### config.mk
export PLATFORM = sky130hd
export DESIGN_NAME = pico_arb_2_1_flat
export DESIGN_NICKNAME = d
export VERILOG_FILES = /design/src/rtl/pico_arb_2_1_if.sv /design/src/rtl/pico_arb_2_1.sv /design/src/flat_wrapper.sv
export SDC_FILE = /design/constraint.sdc
export NUM_CORES = 1
export LEC_CHECK = 0
export CELL_PAD_IN_SITES_DETAIL_PLACEMENT = 0
export CELL_PAD_IN_SITES_GLOBAL_PLACEMENT = 1
export CORE_MARGIN = 2
export CORE_UTILIZATION = 17
export CTS_CLUSTER_SIZE = 20
export DETAILED_ROUTE_END_ITERATION = 7
export MAX_ROUTING_LAYER = met4
export PLACE_DENSITY = 0.87
export SYNTH_ARGS = -nofsm -noshare
export SYNTH_HDL_FRONTEND = slang
export SYNTH_SLANG_ARGS = --single-unit
### constraint.sdc
create_clock -name clk -period 2.4 [get_ports clk]
set_input_delay 0.36 -clock clk [delete_from_list [all_inputs] [get_ports clk]]
set_output_delay 0.36 -clock clk [all_outputs]
set_load 0.01 [all_outputs]
### src/rtl/pico_arb_2_1_if.sv
// -----------------------------------------------------------------------------
// pico_arb_2_1_if
// One PicoRV32-style native memory bus link (request + completion).
//
// Signals:
//   valid  request strobe, held until ready or abandoned by the master
//   addr   32-bit byte address
//   wdata  32-bit write data
//   wstrb  4-bit byte strobes, 4'b0000 means read
//   ready  one-cycle completion from the responder
//   rdata  32-bit read data, meaningful while ready=1
//
// Modports:
//   master  drives the request, receives the completion
//   slave   receives the request, drives the completion
// -----------------------------------------------------------------------------
interface pico_arb_2_1_if;
    logic        valid;
    logic [31:0] addr;
    logic [31:0] wdata;
    logic [3:0]  wstrb;
    logic        ready;
    logic [31:0] rdata;

    modport master (
        output valid, addr, wdata, wstrb,
        input  ready, rdata
    );

    modport slave (
        input  valid, addr, wdata, wstrb,
        output ready, rdata
    );
endinterface

### src/rtl/pico_arb_2_1.sv
// -----------------------------------------------------------------------------
// pico_arb_2_1
// Two-master, one-slave round-robin arbiter for the PicoRV32 native bus, with
// a watchdog that answers a stalled transfer with an error read value.
//
// Parameters:
//   TIMEOUT_CYCLES  BUSY cycles without slave ready before the error response
//                   is issued; 0 disables the watchdog
//   ERR_RDATA       rdata handed to the master on a timeout
//
// Ports:
//   clk            single clock, rising edge
//   rst            synchronous, active-high reset
//   picom0         master 0 link (arbiter is the responder)
//   picom1         master 1 link (arbiter is the responder)
//   picos          shared slave link (arbiter is the requester)
//   timeout_pulse  one-cycle pulse in the cycle the error response is issued
// -----------------------------------------------------------------------------
module pico_arb_2_1 #(
    parameter logic [15:0] TIMEOUT_CYCLES = 16'd255,
    parameter logic [31:0] ERR_RDATA      = 32'hDEAD_BEEF
) (
    input  logic                  clk,
    input  logic                  rst,
    pico_arb_2_1_if.slave         picom0,
    pico_arb_2_1_if.slave         picom1,
    pico_arb_2_1_if.master        picos,
    output logic                  timeout_pulse
);

    typedef enum logic [1:0] {
        IDLE  = 2'd0,
        BUSY0 = 2'd1,
        BUSY1 = 2'd2
    } state_t;

    state_t      state, state_nx;
    logic        last_grant, last_grant_nx;
    logic [15:0] cnt, cnt_nx;

    // Request of the master owning the slave; only meaningful in BUSYk.
    logic        sel_m1;
    logic        sel_valid;
    logic [31:0] sel_addr;
    logic [31:0] sel_wdata;
    logic [3:0]  sel_wstrb;

    // Completion to be routed back to the owning master.
    logic        resp_ready;
    logic [31:0] resp_rdata;

    assign sel_m1    = (state == BUSY1);
    assign sel_valid = sel_m1 ? picom1.valid : picom0.valid;
    assign sel_addr  = sel_m1 ? picom1.addr  : picom0.addr;
    assign sel_wdata = sel_m1 ? picom1.wdata : picom0.wdata;
    assign sel_wstrb = sel_m1 ? picom1.wstrb : picom0.wstrb;

    always_comb begin
        // NOTE: every output and next-state value gets a default before the
        // case so no path through this block can infer a latch.
        state_nx      = state;
        last_grant_nx = last_grant;
        cnt_nx        = cnt;
        resp_ready    = 1'b0;
        resp_rdata    = 32'h0;
        picos.valid   = 1'b0;
        picos.addr    = 32'h0;
        picos.wdata   = 32'h0;
        picos.wstrb   = 4'h0;
        picom0.ready  = 1'b0;
        picom0.rdata  = 32'h0;
        picom1.ready  = 1'b0;
        picom1.rdata  = 32'h0;
        timeout_pulse = 1'b0;

        case (state)
            IDLE: begin
                // Slave ready is ignored here; the counter is cleared so the
                // next BUSY state starts counting from zero.
                cnt_nx = 16'h0;
                if (picom0.valid && picom1.valid) begin
                    state_nx = last_grant ? BUSY0 : BUSY1;
                end else if (picom0.valid) begin
                    state_nx = BUSY0;
                end else if (picom1.valid) begin
                    state_nx = BUSY1;
                end
            end

            BUSY0, BUSY1: begin
                picos.valid = sel_valid;
                picos.addr  = sel_addr;
                picos.wdata = sel_wdata;
                picos.wstrb = sel_wstrb;
                resp_ready  = picos.ready;
                resp_rdata  = picos.rdata;

                if (!sel_valid) begin
                    // Master abandoned the request: drop it silently and keep
                    // the round-robin history as it was.
                    resp_ready = 1'b0;
                    resp_rdata = 32'h0;
                    state_nx   = IDLE;
                end else if (picos.ready) begin
                    // A real completion beats a coincident timeout.
                    state_nx      = IDLE;
                    last_grant_nx = sel_m1;
                end else if ((TIMEOUT_CYCLES != 16'd0) && (cnt == TIMEOUT_CYCLES)) begin
                    picos.valid   = 1'b0;
                    resp_ready    = 1'b1;
                    resp_rdata    = ERR_RDATA;
                    timeout_pulse = 1'b1;
                    state_nx      = IDLE;
                    last_grant_nx = sel_m1;
                end else if (cnt != 16'hFFFF) begin
                    cnt_nx = cnt + 16'd1;
                end

                if (sel_m1) begin
                    picom1.ready = resp_ready;
                    picom1.rdata = resp_rdata;
                end else begin
                    picom0.ready = resp_ready;
                    picom0.rdata = resp_rdata;
                end
            end

            default: begin
                state_nx = IDLE;
            end
        endcase
    end

    always_ff @(posedge clk) begin
        // NOTE: sequential state uses non-blocking assignments so every
        // register samples the pre-edge values of the others.
        if (rst) begin
            state      <= IDLE;
            last_grant <= 1'b1;  // master 0 wins the first tie
            cnt        <= 16'h0;
        end else begin
            state      <= state_nx;
            last_grant <= last_grant_nx;
            cnt        <= cnt_nx;
        end
    end

endmodule

### src/flat_wrapper.sv
// flat-port wrapper written by rule: the top's interface ports become plain ports
module pico_arb_2_1_flat 
#(
    parameter logic [15:0] TIMEOUT_CYCLES = 16'd255,
    parameter logic [31:0] ERR_RDATA      = 32'hDEAD_BEEF
)
  (clk, rst, timeout_pulse, picom0_valid, picom0_addr, picom0_wdata, picom0_wstrb, picom0_ready, picom0_rdata, picom1_valid, picom1_addr, picom1_wdata, picom1_wstrb, picom1_ready, picom1_rdata, picos_valid, picos_addr, picos_wdata, picos_wstrb, picos_ready, picos_rdata);
  pico_arb_2_1_if picom0_i ();
  pico_arb_2_1_if picom1_i ();
  pico_arb_2_1_if picos_i ();
  input  logic clk;
  input  logic rst;
  output logic timeout_pulse;
  input wire logic [$bits(picom0_i.valid)-1:0] picom0_valid;
  input wire logic [$bits(picom0_i.addr)-1:0] picom0_addr;
  input wire logic [$bits(picom0_i.wdata)-1:0] picom0_wdata;
  input wire logic [$bits(picom0_i.wstrb)-1:0] picom0_wstrb;
  output wire logic [$bits(picom0_i.ready)-1:0] picom0_ready;
  output wire logic [$bits(picom0_i.rdata)-1:0] picom0_rdata;
  input wire logic [$bits(picom1_i.valid)-1:0] picom1_valid;
  input wire logic [$bits(picom1_i.addr)-1:0] picom1_addr;
  input wire logic [$bits(picom1_i.wdata)-1:0] picom1_wdata;
  input wire logic [$bits(picom1_i.wstrb)-1:0] picom1_wstrb;
  output wire logic [$bits(picom1_i.ready)-1:0] picom1_ready;
  output wire logic [$bits(picom1_i.rdata)-1:0] picom1_rdata;
  output wire logic [$bits(picos_i.valid)-1:0] picos_valid;
  output wire logic [$bits(picos_i.addr)-1:0] picos_addr;
  output wire logic [$bits(picos_i.wdata)-1:0] picos_wdata;
  output wire logic [$bits(picos_i.wstrb)-1:0] picos_wstrb;
  input wire logic [$bits(picos_i.ready)-1:0] picos_ready;
  input wire logic [$bits(picos_i.rdata)-1:0] picos_rdata;
  assign picom0_i.valid = picom0_valid;
  assign picom0_i.addr = picom0_addr;
  assign picom0_i.wdata = picom0_wdata;
  assign picom0_i.wstrb = picom0_wstrb;
  assign picom0_ready = picom0_i.ready;
  assign picom0_rdata = picom0_i.rdata;
  assign picom1_i.valid = picom1_valid;
  assign picom1_i.addr = picom1_addr;
  assign picom1_i.wdata = picom1_wdata;
  assign picom1_i.wstrb = picom1_wstrb;
  assign picom1_ready = picom1_i.ready;
  assign picom1_rdata = picom1_i.rdata;
  assign picos_valid = picos_i.valid;
  assign picos_addr = picos_i.addr;
  assign picos_wdata = picos_i.wdata;
  assign picos_wstrb = picos_i.wstrb;
  assign picos_i.ready = picos_ready;
  assign picos_i.rdata = picos_rdata;
  pico_arb_2_1 #(.TIMEOUT_CYCLES(TIMEOUT_CYCLES), .ERR_RDATA(ERR_RDATA)) u_core (.clk(clk), .rst(rst), .picom0(picom0_i), .picom1(picom1_i), .picos(picos_i), .timeout_pulse(timeout_pulse));
endmodule
==> results by group <==
Run status
  – Status: completed

Worst setup path
  – Critical Path Source Type: flip-flop
  – Worst setup EP type: output pin
  – Worst setup path class: flip-flop to output pin
  – Crit-path max FO: 37
  – Worst path required time: 2.04 ns
  – CP arrival: 1.98 ns

Pwr
  – Leak: 0.00299 uW
  – Clk pwr share: 16.1%
  – PwrDens: 329 nW/um^2
  – Net Switching: 833 uW
  – VDD IR max: 0.000208 V
  – Switching Fraction: 37.5%
  – Total power: 2220 uW
  – Comb pwr share: 68.9%
  – Cell internal pwr: 1390 uW
  – Sequential share of power: 15.0%

Global routing
  – Largest net degree at the start of global routing: 38
  – Initial antenna violation count: 0
  – Number of global-route vias before repair: 4,040
  – Remaining Overflow, GRT: 0
  – Gr usage total: 17.8%
  – Global-route wire length before repair: 22,800 um

Route
  – Highest metal used: met4
  – Drt total wl: 15,800 um
  – Drt via density: 4.37
  – Wire length per cell: 16.4 um
  – DRC: 0
  – Starting DRT DRC Count: 208
  – WL met3: 771 um
  – Total iterations of the first detailed-routing run: 4
  – Met1 wire length: 6820 um
  – Met2 routed WL: 7870 um
  – DRT antenna net count: 0
  – Via Count: 4,218

Floorplan
  – Initial Util: 17.3%
  – Die area: 17,100 um^2
  – Std-Cell Rows: 46
  – Die height: 131 um
  – Area of the core: 15,800 um^2
  – Die Wd: 131 um
  – IO Count: 309

STA
  – Layout Skew: 0.00398 ns
  – Fin. max-slew vios: 0
  – Slew HR: 70.0%
  – FMAX: 428 MHz
  – Slew at the pin closest to its max-slew limit: 0.449 ns
  – Clock period minus worst slack: 2.34 ns
  – Final Hold Viols: 0
  – # setup viols final: 0
  – RSZ-0062 raised after global routing: no
  – Setup WS post-layout: 0.0609 ns
  – Tcrit/Tclk final: 97.5%

Placed design
  – IO Port Bufs: 308
  – Placed cell area: 6510 um^2
  – GPL Wtd Cong: 0.779
  – Worst slack, placed: -0.0711 ns
  – Post-DP HPWL: 12,700 um

Layout
  – Filler Cell Count: 1,616
  – Share of layout cells above drive strength 1: 19.0%
  – Final nets: 926
  – Util after Layout: 42.6%
  – FF/Latch Area: 387 um^2
  – Synthesis-to-finish area growth: 147%
  – Post-Layout Inst Area: 6740 um^2
  – Ant. Diodes: 0
  – Area of the multi-input gates: 2300 um^2

CTS
  – CTS H-Tree Depth: 1
  – Root Buffer: clkbuf_16
  – CTS max path bufs: 2
  – Clock Latency Late Sink: 0.25 ns
  – CTS buffer count: 3
  – Clock transition at path regs: 0.06 ns
  – # hold bufs at CTS: 0
  – Num Clock Sinks: 19
  – TritonCTS clock tree: done

Synthesis
  – Syn Area/Cell: 6.97 um^2
  – Synth top cells by count: nor2_1 (98), mux2i_1 (69), o21a_1 (48)
  – Post-synthesis cell area: 2730 um^2
  – Sequential share of the synthesized area: 13.9%
  – Most frequent cell after synthesis: nor2_1
  – Area share of the largest cell type after synthesis: 25.3%
  – Top FF cell, synth: dfxtp_1
  – #FFs+latches synth: 19
  – Warnings from Yosys: 0
  – Async SR Flop Fraction: 0%
  – Post-synth top area cell: mux2i_1
  – Post-synth cell types: 47
  – Synth area leaders: mux2i_1 (25%), dfxtp_1 (14%), nor2_1 (13%), o21a_1 (13%), nand3_1 (3.5%)
  – Post-synth EDFFs: 0
  – Syn nets: 568
  – Syn Inst Count: 392

Min path
  – Min-delay worst type: flip-flop to flip-flop

Job
  – Total of max-cap violations: 0
## registers in the layout, summed over array words and instances, names as in the netlist
signal	count
u_core.state	2
u_core.last_grant	1
u_core.cnt	16
## final cells by class
class / count / area share, %
Timing Repair Buffer: 386 / 54.7
Multi-Input combinational cell: 334 / 34.0
Sequential cell: 19 / 5.73
Tap cell: 216 / 4.01
Clock buffer: 3 / 1.11
Inverter: 6 / 0.334
Clock inverter: 1 / 0.0742
## layer usage
layer	global-route usage, %	up-vias
met5	-	-
li1	-	2113
met2	30.1	156
met3	2.20	18
met1	23.3	1931
met4	2.50	0
## critical path, stage by stage, from the launching register on
cell	delay, ns
dfxtp_2	0.36
inv_1	0.07
ha_4	0.29
inv_2	0.07
buf_12	0.17
nor2_1	0.12
clkdlybuf4s50_1	0.61
## through the flow
stage / hold slack (ns) / TNS, ns / std cells
4_1_cts: 0.479 / -0.00703 / 958
2_1_floorplan: 0.454 / 0 / 392
5_1_grt: 0.501 / 0 / 965
3_3_place_gp: 0.478 / -2.50 / 942
3_5_place_dp: 0.492 / -2.35 / 942
6_report: 0.483 / 0 / 965
## power groups by stage
stage	Combinational, uW	Sequential, uW	Clock [uW]
after floorplan	607	335	0
after global placement	1570	337	0
after detailed placement	1570	337	0
after CTS	1540	331	362
after global routing	1640	333	380
final	1530	332	359
## layout by cell type (no fill, tap or decap), drive strengths merged, types with 2 or more instances in the layout
cell           Yosys  layout
a211o              2       2
a211oi             3       3
a21oi              8       8
a22oi              3       3
a311oi             4       4
a31oi              6       6
and3               4       4
buf               14      79
clkbuf            19      36
clkdlybuf4s50      0     197
dfxtp             19      19
dlygate4sd2        0      63
dlymetal6s2s       0      13
ha                 3       3
inv                6       6
mux2i             69      69
nand2             20      20
nand2b             7       7
nand3             19      19
nand3b             2       2
nand4              4       4
nor2              99      99
nor2b              2       2
nor3               2       2
nor4               2       2
o2111ai            2       2
o21a              48      48
o21ai             10      10
o21bai             2       2
or3b               2       2
## repair_timing
item                                    CTS  global route
resized for setup                       122            80
buffers inserted                          9             7
gates cloned                              3             0
endpoints found under the setup margin  132            75
pin swaps                                 5             3
## final timing paths
check / slack [ns] / to / startpoint / cells after the start
hold / removal: 0.48 / u_core.cnt[7] / u_core.cnt[7] / 1
setup reg to reg: 0.30 / u_core.cnt[5] / u_core.state[0] / 7
hold reg to reg: 0.48 / u_core.cnt[7] / u_core.cnt[7] / 1
setup / recovery: 0.06 / picos_addr[26] / u_core.state[1] / 6
## kinds of logic (layout without fill, tap and decap cells)
logic type | after synthesis | after routing | synth area share, %
compound gates | 94 | 94 | 25.6
simple gates | 168 | 168 | 28.0
flops | 19 | 19 | 13.9
mux | 69 | 69 | 25.3
fa+ha+maj | 3 | 3 | 1.37
buf+inv | 39 | 396 | 5.90
(Power assumes the default switching activity.)
